File: src/rtl/piso_serializer_pkg.sv
// Shared definitions for the parallel-in/serial-out serializer: state encoding
// and the default parallel word width.
package piso_serializer_pkg;

   typedef enum logic {
      IDLE  = 1'b0,
      SHIFT = 1'b1
   } state_t;

   localparam int DEFAULT_WIDTH = 8;

endpackage

File: src/rtl/piso_serializer.sv
// Parallel-in/serial-out serializer with a one-word holding register so that
// back-to-back words stream with no idle cycle between them.
//
// state | meaning
// ------+-------------------------------------------------------------
// IDLE  | no word in flight; dout parked at IDLE_BIT
// SHIFT | shifter driving dout, bitcnt = index of the bit on the line
module piso_serializer
   import piso_serializer_pkg::*;
#(
   parameter int   WIDTH     = DEFAULT_WIDTH,
   parameter bit   MSB_FIRST = 1'b1,
   parameter logic IDLE_BIT  = 1'b0
) (
   input  logic             clk,
   input  logic             reset,
   input  logic [WIDTH-1:0] data_in,
   input  logic             load_valid,
   output logic             load_ready,
   output logic             dout,
   output logic             dout_valid,
   output logic             frame_last,
   output logic             busy
);

   localparam int            CW   = (WIDTH > 1) ? $clog2(WIDTH) : 1;
   localparam logic [CW-1:0] LAST = CW'(WIDTH - 1);

   state_t           state, state_nxt;
   logic [WIDTH-1:0] shifter, shifter_nxt;
   logic [WIDTH-1:0] hold, hold_nxt;
   logic [CW-1:0]    bitcnt, bitcnt_nxt;
   logic             hold_full, hold_full_nxt;
   logic             accept;
   logic [WIDTH-1:0] shifted;

   assign load_ready = ~hold_full;
   assign accept     = load_valid & load_ready;

   // Shift toward whichever end feeds dout.
   assign shifted = MSB_FIRST ? {shifter[WIDTH-2:0], 1'b0}
                              : {1'b0, shifter[WIDTH-1:1]};

   always_ff @(posedge clk or posedge reset) begin
      if (reset) begin
         state     <= IDLE;
         shifter   <= '0;
         hold      <= '0;
         bitcnt    <= '0;
         hold_full <= 1'b0;
      end else begin
         state     <= state_nxt;
         shifter   <= shifter_nxt;
         hold      <= hold_nxt;
         bitcnt    <= bitcnt_nxt;
         hold_full <= hold_full_nxt;
      end
   end

   always_comb begin
      state_nxt     = state;
      shifter_nxt   = shifter;
      hold_nxt      = hold;
      bitcnt_nxt    = bitcnt;
      hold_full_nxt = hold_full;
      case (state)
         IDLE: begin
            if (accept) begin
               shifter_nxt = data_in;
               bitcnt_nxt  = '0;
               state_nxt   = SHIFT;
            end
         end
         SHIFT: begin
            if (bitcnt != LAST) begin
               shifter_nxt = shifted;
               bitcnt_nxt  = bitcnt + CW'(1);
               if (accept) begin
                  hold_nxt      = data_in;
                  hold_full_nxt = 1'b1;
               end
            end else if (hold_full) begin
               // Held word goes first; load_ready is low so no new accept can race it.
               shifter_nxt   = hold;
               hold_full_nxt = 1'b0;
               bitcnt_nxt    = '0;
            end else if (accept) begin
               shifter_nxt = data_in;
               bitcnt_nxt  = '0;
            end else begin
               bitcnt_nxt = '0;
               state_nxt  = IDLE;
            end
         end
         default: begin
            state_nxt = IDLE;
         end
      endcase
   end

   assign dout_valid = (state == SHIFT);
   assign frame_last = (state == SHIFT) && (bitcnt == LAST);
   assign busy       = (state == SHIFT) || hold_full;
   assign dout       = (state == SHIFT) ? (MSB_FIRST ? shifter[WIDTH-1] : shifter[0])
                                        : IDLE_BIT;

endmodule

File: config.mk
export PLATFORM = sky130hd
export DESIGN_NAME = piso_serializer
export DESIGN_NICKNAME = d
export VERILOG_FILES = /design/src/rtl/piso_serializer_pkg.sv /design/src/rtl/piso_serializer.sv
export SDC_FILE = /design/constraint.sdc
export NUM_CORES = 1
export LEC_CHECK = 0
export BUFFER_PORTS_ARGS = -buffer_cell sky130_fd_sc_hd__buf_2
export CAP_MARGIN = 20
export CORE_ASPECT_RATIO = 0.8
export CORE_MARGIN = 3
export CORE_UTILIZATION = 55
export DETAILED_ROUTE_END_ITERATION = 10
export PLACE_DENSITY = 0.77
export SLEW_MARGIN = 20
export SYNTH_ARGS = -nofsm -noshare
export SYNTH_HDL_FRONTEND = slang
export SYNTH_SLANG_ARGS = --single-unit
File: constraint.sdc
create_clock -name clk -period 2.4 [get_ports clk]
set_clock_uncertainty 0.2 [all_clocks]
set_input_delay 0.12 -clock clk [delete_from_list [all_inputs] [get_ports clk]]
set_output_delay 0.12 -clock clk [all_outputs]
set_load 0.05 [all_outputs]
======== Yosys cells after proc, flatten, opt, wreduce, memory -nomap -nowiden ========
Index checks and enable logic that the tools add are counted.
Widths: inputs -> output; s select.
cells by class
  add/subtract/negate cells ............... 1
  multipliers ............................. 0
  divide/modulo/power cells ............... 0
  $lt $le $gt $ge ......................... 0
  equality and inequality tests ........... 4
  shifts and indexed selects .............. 0
  mux-type cells .......................... 14
  bitwise operators ....................... 3
  reduce and logical (&&, ||, !) cells .... 4
operator list
  operator             number
  $mux 8               3
  $pmux 8 s2           1
  $mux 1               6
  $mux 3               2
  $pmux 3 s2           1
  $ne 2x2->1 const B   2
  $add 3x1->3 const B  1
  $eq 3x3->1 const B   1
  $ne 3x3->1 const B   1
  $reduce_and 3->1     1
  $not 1->1            2
  $pmux 1 s2           1
  $reduce_and 2->1     1
  $and 1x1->1          1
  $logic_and 1x1->1    1
  $logic_or 1x1->1     1
storage, ports and cells
  register bits after elaboration ......... 21
  bits in latches ......................... 0
  bits in writable memories ............... 0
  bits in read-only memories .............. 0
  input bits .............................. 11
  output and inout bits ................... 5
  memories kept ........................... 0

======== Depth between registers and ports, before layout ========
  depth in word-level cells ............... 6
  depth in mapped cells ................... 6
  mapped depth without buffers ............ 5

======== Worst setup path after synthesis ========
No wires, ideal clock.
  path kind ............................... register -> register
  from .................................... reg state, in the netlist dout_valid
  to ...................................... reg hold[0]
  setup time .............................. 125 ps
  arrival ................................. 1553 ps
  required time ........................... 2075 ps
  slack ................................... 522 ps
  cell stages (with the launch flop) ...... 5
  period minus slack after synthesis ...... 1878 ps
  path through ............................ dfrtp_1 -> buf_4 -> nand2_4 -> nor3_4 -> mux2_2
on the way
  longest elaborated chain between the ends .. 1
RTL lines
  item                               RTL line               RTL
  start: declaration                 piso_serializer.sv:29  state_t state, state_nxt;
  start signal: assignment           piso_serializer.sv:52  state <= state_nxt;
  $reduce_and 3->1 (no source line)  --
  end signal: assignment             piso_serializer.sv:54  hold <= hold_nxt;
  end: declaration                   piso_serializer.sv:31  logic [WIDTH-1:0] hold, hold_nxt;
No other way between the ends.
A chain may end at the register's enable or synchronous reset.

======== Final worst setup path ========
  from .................................... reg state, in the netlist dout_valid
  to ...................................... out busy
on the way
  longest elaborated chain between the ends .. 1
RTL lines
  item              RTL line                RTL
  $logic_or 1x1->1  piso_serializer.sv:103  assign busy = (state == SHIFT) || hold_full;
  end: declaration  piso_serializer.sv:23   output logic busy
No other way between the ends.

==> run metrics <==
status=completed; final number of max-transition violations=0; sequential element share of the synthesized area=47.6%; core outline area=1760 um^2; part of the total power dissipated in the clock network=11.3%; global-route layer with the greatest usage=met2; top achievable clock speed=485 MHz; vertical extent of the die=46.1 um; Sw Share=40.9%; via count of the first global-routing pass=807; Max-Slew Margin vs Limit=48.9%; capturing element type of the critical path=output pin; met3 track utilization from global routing=6.16%; routed wire length per instance=16.4 um; Leak=0.631 nW; # clock sinks=21; number of iterations in the first detailed-routing pass=4; GR Util met1=26.5%; count of vias placed by the detailed router=813; most frequent cell after synthesis=sky130_fd_sc_hd__dfrtp_1; final global-route overflow total=0; share of power burned in combinational logic=44.8%; cell-internal power=0.000901 W; total of flip-flops plus latches after synthesis=21; post-CTS resize count=0; total wire length after detailed routing=2230 um; fraction of layout cells with a size suffix above 1=27.2%; unrepaired setup endpoints after global routing=no; global routing met2 resource utilization=32.2%; buffers inserted during post-CTS setup optimization=0; cell types with the highest counts after synthesis=sky130_fd_sc_hd__dfrtp_1 (21), sky130_fd_sc_hd__mux2i_1 (16), sky130_fd_sc_hd__mux2_2 (8); signal arrival time at the worst endpoint=1740 ps; antenna violations before repair=0; placed wire-length estimate=1480 um; R2R Path Start=bitcnt[0]$_DFFE_PP0P_; insertion delay to the later sink of the worst-skew pair=310 ps; critical-path maximum fanout=12; Final period util=85.9%; count of antenna diodes in the layout=0; growth of design area from synthesis to finish=15.3%; total of buffers placed on input and output ports=15; most common flop cell mapped by yosys=sky130_fd_sc_hd__dfrtp_1; launching element of the worst setup path=dout_valid$_DFF_PP0_; worst reg2reg path endpoint=hold[2]$_DFFE_PP0P_; share of the synthesized area in the top cell type=47.6%; hold path depth=3; Worst R2R Path Depth=4; number of remaining DRC errors=0; worst endpoint required time=2080 ps; Post-Synthesis Net Count=104; net switching power=0.000623 W; HP Class=in -> reg; Detailed Route Iter0 Violations=18; Post-Synthesis Mean Instance Area=12.1 um^2; Worst Hold Path EP=hold_full$_DFFE_PP0P_; routability-driven placement congestion ratio=0.730; Syn Std Cell Area=1100 um^2; EDFF count, synth=0; global-route total usage across every layer=19.9%; clock tree from TritonCTS=done; average vias per placed instance=5.98; final setup fails=0; launch point of the worst hold path=load_valid; pin count of the biggest net entering global routing=22; r2r setup slk=430 ps; number of warnings printed during yosys synthesis=0; Area contributors post-synth=sky130_fd_sc_hd__dfrtp_1 (48%), sky130_fd_sc_hd__mux2i_1 (14%), sky130_fd_sc_hd__mux2_2 (8.2%); effective utilization at floorplan=62.9%; Total Power=0.00152 W; Peak supply drop=0.000880 V; Reg clk slew, reported paths=120 ps; total CTS buffers=3; number of nets with antenna violations after detailed routing=0; min Tclk post-route=2060 ps; global-route wire length before repair=3810 um; number of distinct library cell variants in the gate-level netlist after synthesis=24; number of buffers on the longest clock path=2; DIE AREA=2590 um^2; Max-cap violations=0; Final Hold Viols=0; number of core rows=13; CTS H-Tree Depth=1; dominant cell type by area after synthesis=sky130_fd_sc_hd__dfrtp_1; boundary pin count=16; power per unit of standard cell area=1200 nW/um^2; CTS root buffer=sky130_fd_sc_hd__clkbuf_4; Final Net Count=128; horizontal die dimension=56.1 um; post-synthesis cell count=91; critical path class=reg -> out; CP startpoint kind=flip-flop; measured slew at the worst slew-check pin=765 ps; Sequential Power Share=43.9%; setup TNS=0 ps; share of synthesized flip-flops with an asynchronous set or reset=100%
[metrics by stage]
step	hold WS [ps]	utilization, %	instances	worst slack (ps)	cell area, um^2
after detailed placement	97.2	65.8	123	468	1160
after global routing	32.6	72.5	136	183	1270
after CTS	35.7	72.5	136	356	1270
after global placement	94.8	65.8	123	506	1160
final	45.4	72.5	136	339	1270
after floorplan	-103	-	91	522	1100
[flip-flops by register name, indices dropped and copies added (netlist names)]
| register | cells |
|---|---|
| bitcnt | 3 |
| dout_valid | 1 |
| hold | 8 |
| hold_full | 1 |
| shifter | 8 |
[kinds of logic (layout without fill, tap and decap cells)]
logic type      after synthesis  after routing  share of synthesized area [%]
simple gates                 17             17                           10.1
buf+inv                       8             31                           5.66
fa+ha+maj                     2              2                           2.26
flops                        21             21                           47.6
compound gates               19             19                           11.8
mux                          24             24                           22.7
[worst max-delay path, cell delays in order, from the launching register on]
cell,delay (ps)
sky130_fd_sc_hd__dfrtp_1,610
sky130_fd_sc_hd__clkinv_1,400
sky130_fd_sc_hd__nand2_1,150
sky130_fd_sc_hd__buf_2,270
[timing repair]
action	CTS	global route
hold buffers	9	0
hold endpoints to repair	37	0
setup endpoints to repair	0	0
[area by class of cell]
cell class                      count  area [um^2]
Clock buffer                        3         22.5
Clock inverter                      1         5.00
Fill cell                         132          483
Inverter                            3         11.3
Multi-Input combinational cell     62          517
Sequential cell                    21          526
Tap cell                           22         27.5
Timing Repair Buffer               24          165
[placed cells by master, fill, tap and decap left out, types with 2 or more instances in the layout]
cell type / count
sky130_fd_sc_hd__dfrtp_1: 21
sky130_fd_sc_hd__mux2i_1: 16
sky130_fd_sc_hd__buf_2: 15
sky130_fd_sc_hd__dlygate4sd3_1: 9
sky130_fd_sc_hd__mux2_2: 8
sky130_fd_sc_hd__nand2_1: 7
sky130_fd_sc_hd__o22ai_1: 7
sky130_fd_sc_hd__a221oi_1: 7
sky130_fd_sc_hd__o21ai_0: 4
sky130_fd_sc_hd__clkbuf_4: 3
sky130_fd_sc_hd__nand3_1: 2
sky130_fd_sc_hd__inv_1: 2
sky130_fd_sc_hd__and2_1: 2
sky130_fd_sc_hd__ha_1: 2
[routing by layer]
| metal | routed length (um) | vias up |
|---|---|---|
| li1 | - | 397 |
| met1 | 1060 | 390 |
| met2 | 1030 | 22 |
| met3 | 107 | 4 |
| met4 | 27 | 0 |
| met5 | 0 | - |
[worst max-delay path by stage]
stage                     endpoint  slack, ps
6_report                      busy        340
5_1_grt                       busy        180
4_1_cts                       busy        360
3_5_place_dp   hold[7]$_DFFE_PP0P_        470
3_3_place_gp   hold[3]$_DFFE_PP0P_        510
2_1_floorplan  hold[0]$_DFFE_PP0P_        520
[power groups by stage]
stage / clock network [W] / registers [W] / logic (W)
6_report: 0.000171 / 0.000669 / 0.000683
5_1_grt: 0.000196 / 0.000692 / 0.000764
4_1_cts: 0.000178 / 0.000668 / 0.000683
3_5_place_dp: 0 / 0.000675 / 0.000668
3_3_place_gp: 0 / 0.000663 / 0.000644
2_1_floorplan: 0 / 0.000642 / 0.000564
Note: power is estimated with default switching activity, not from simulation.
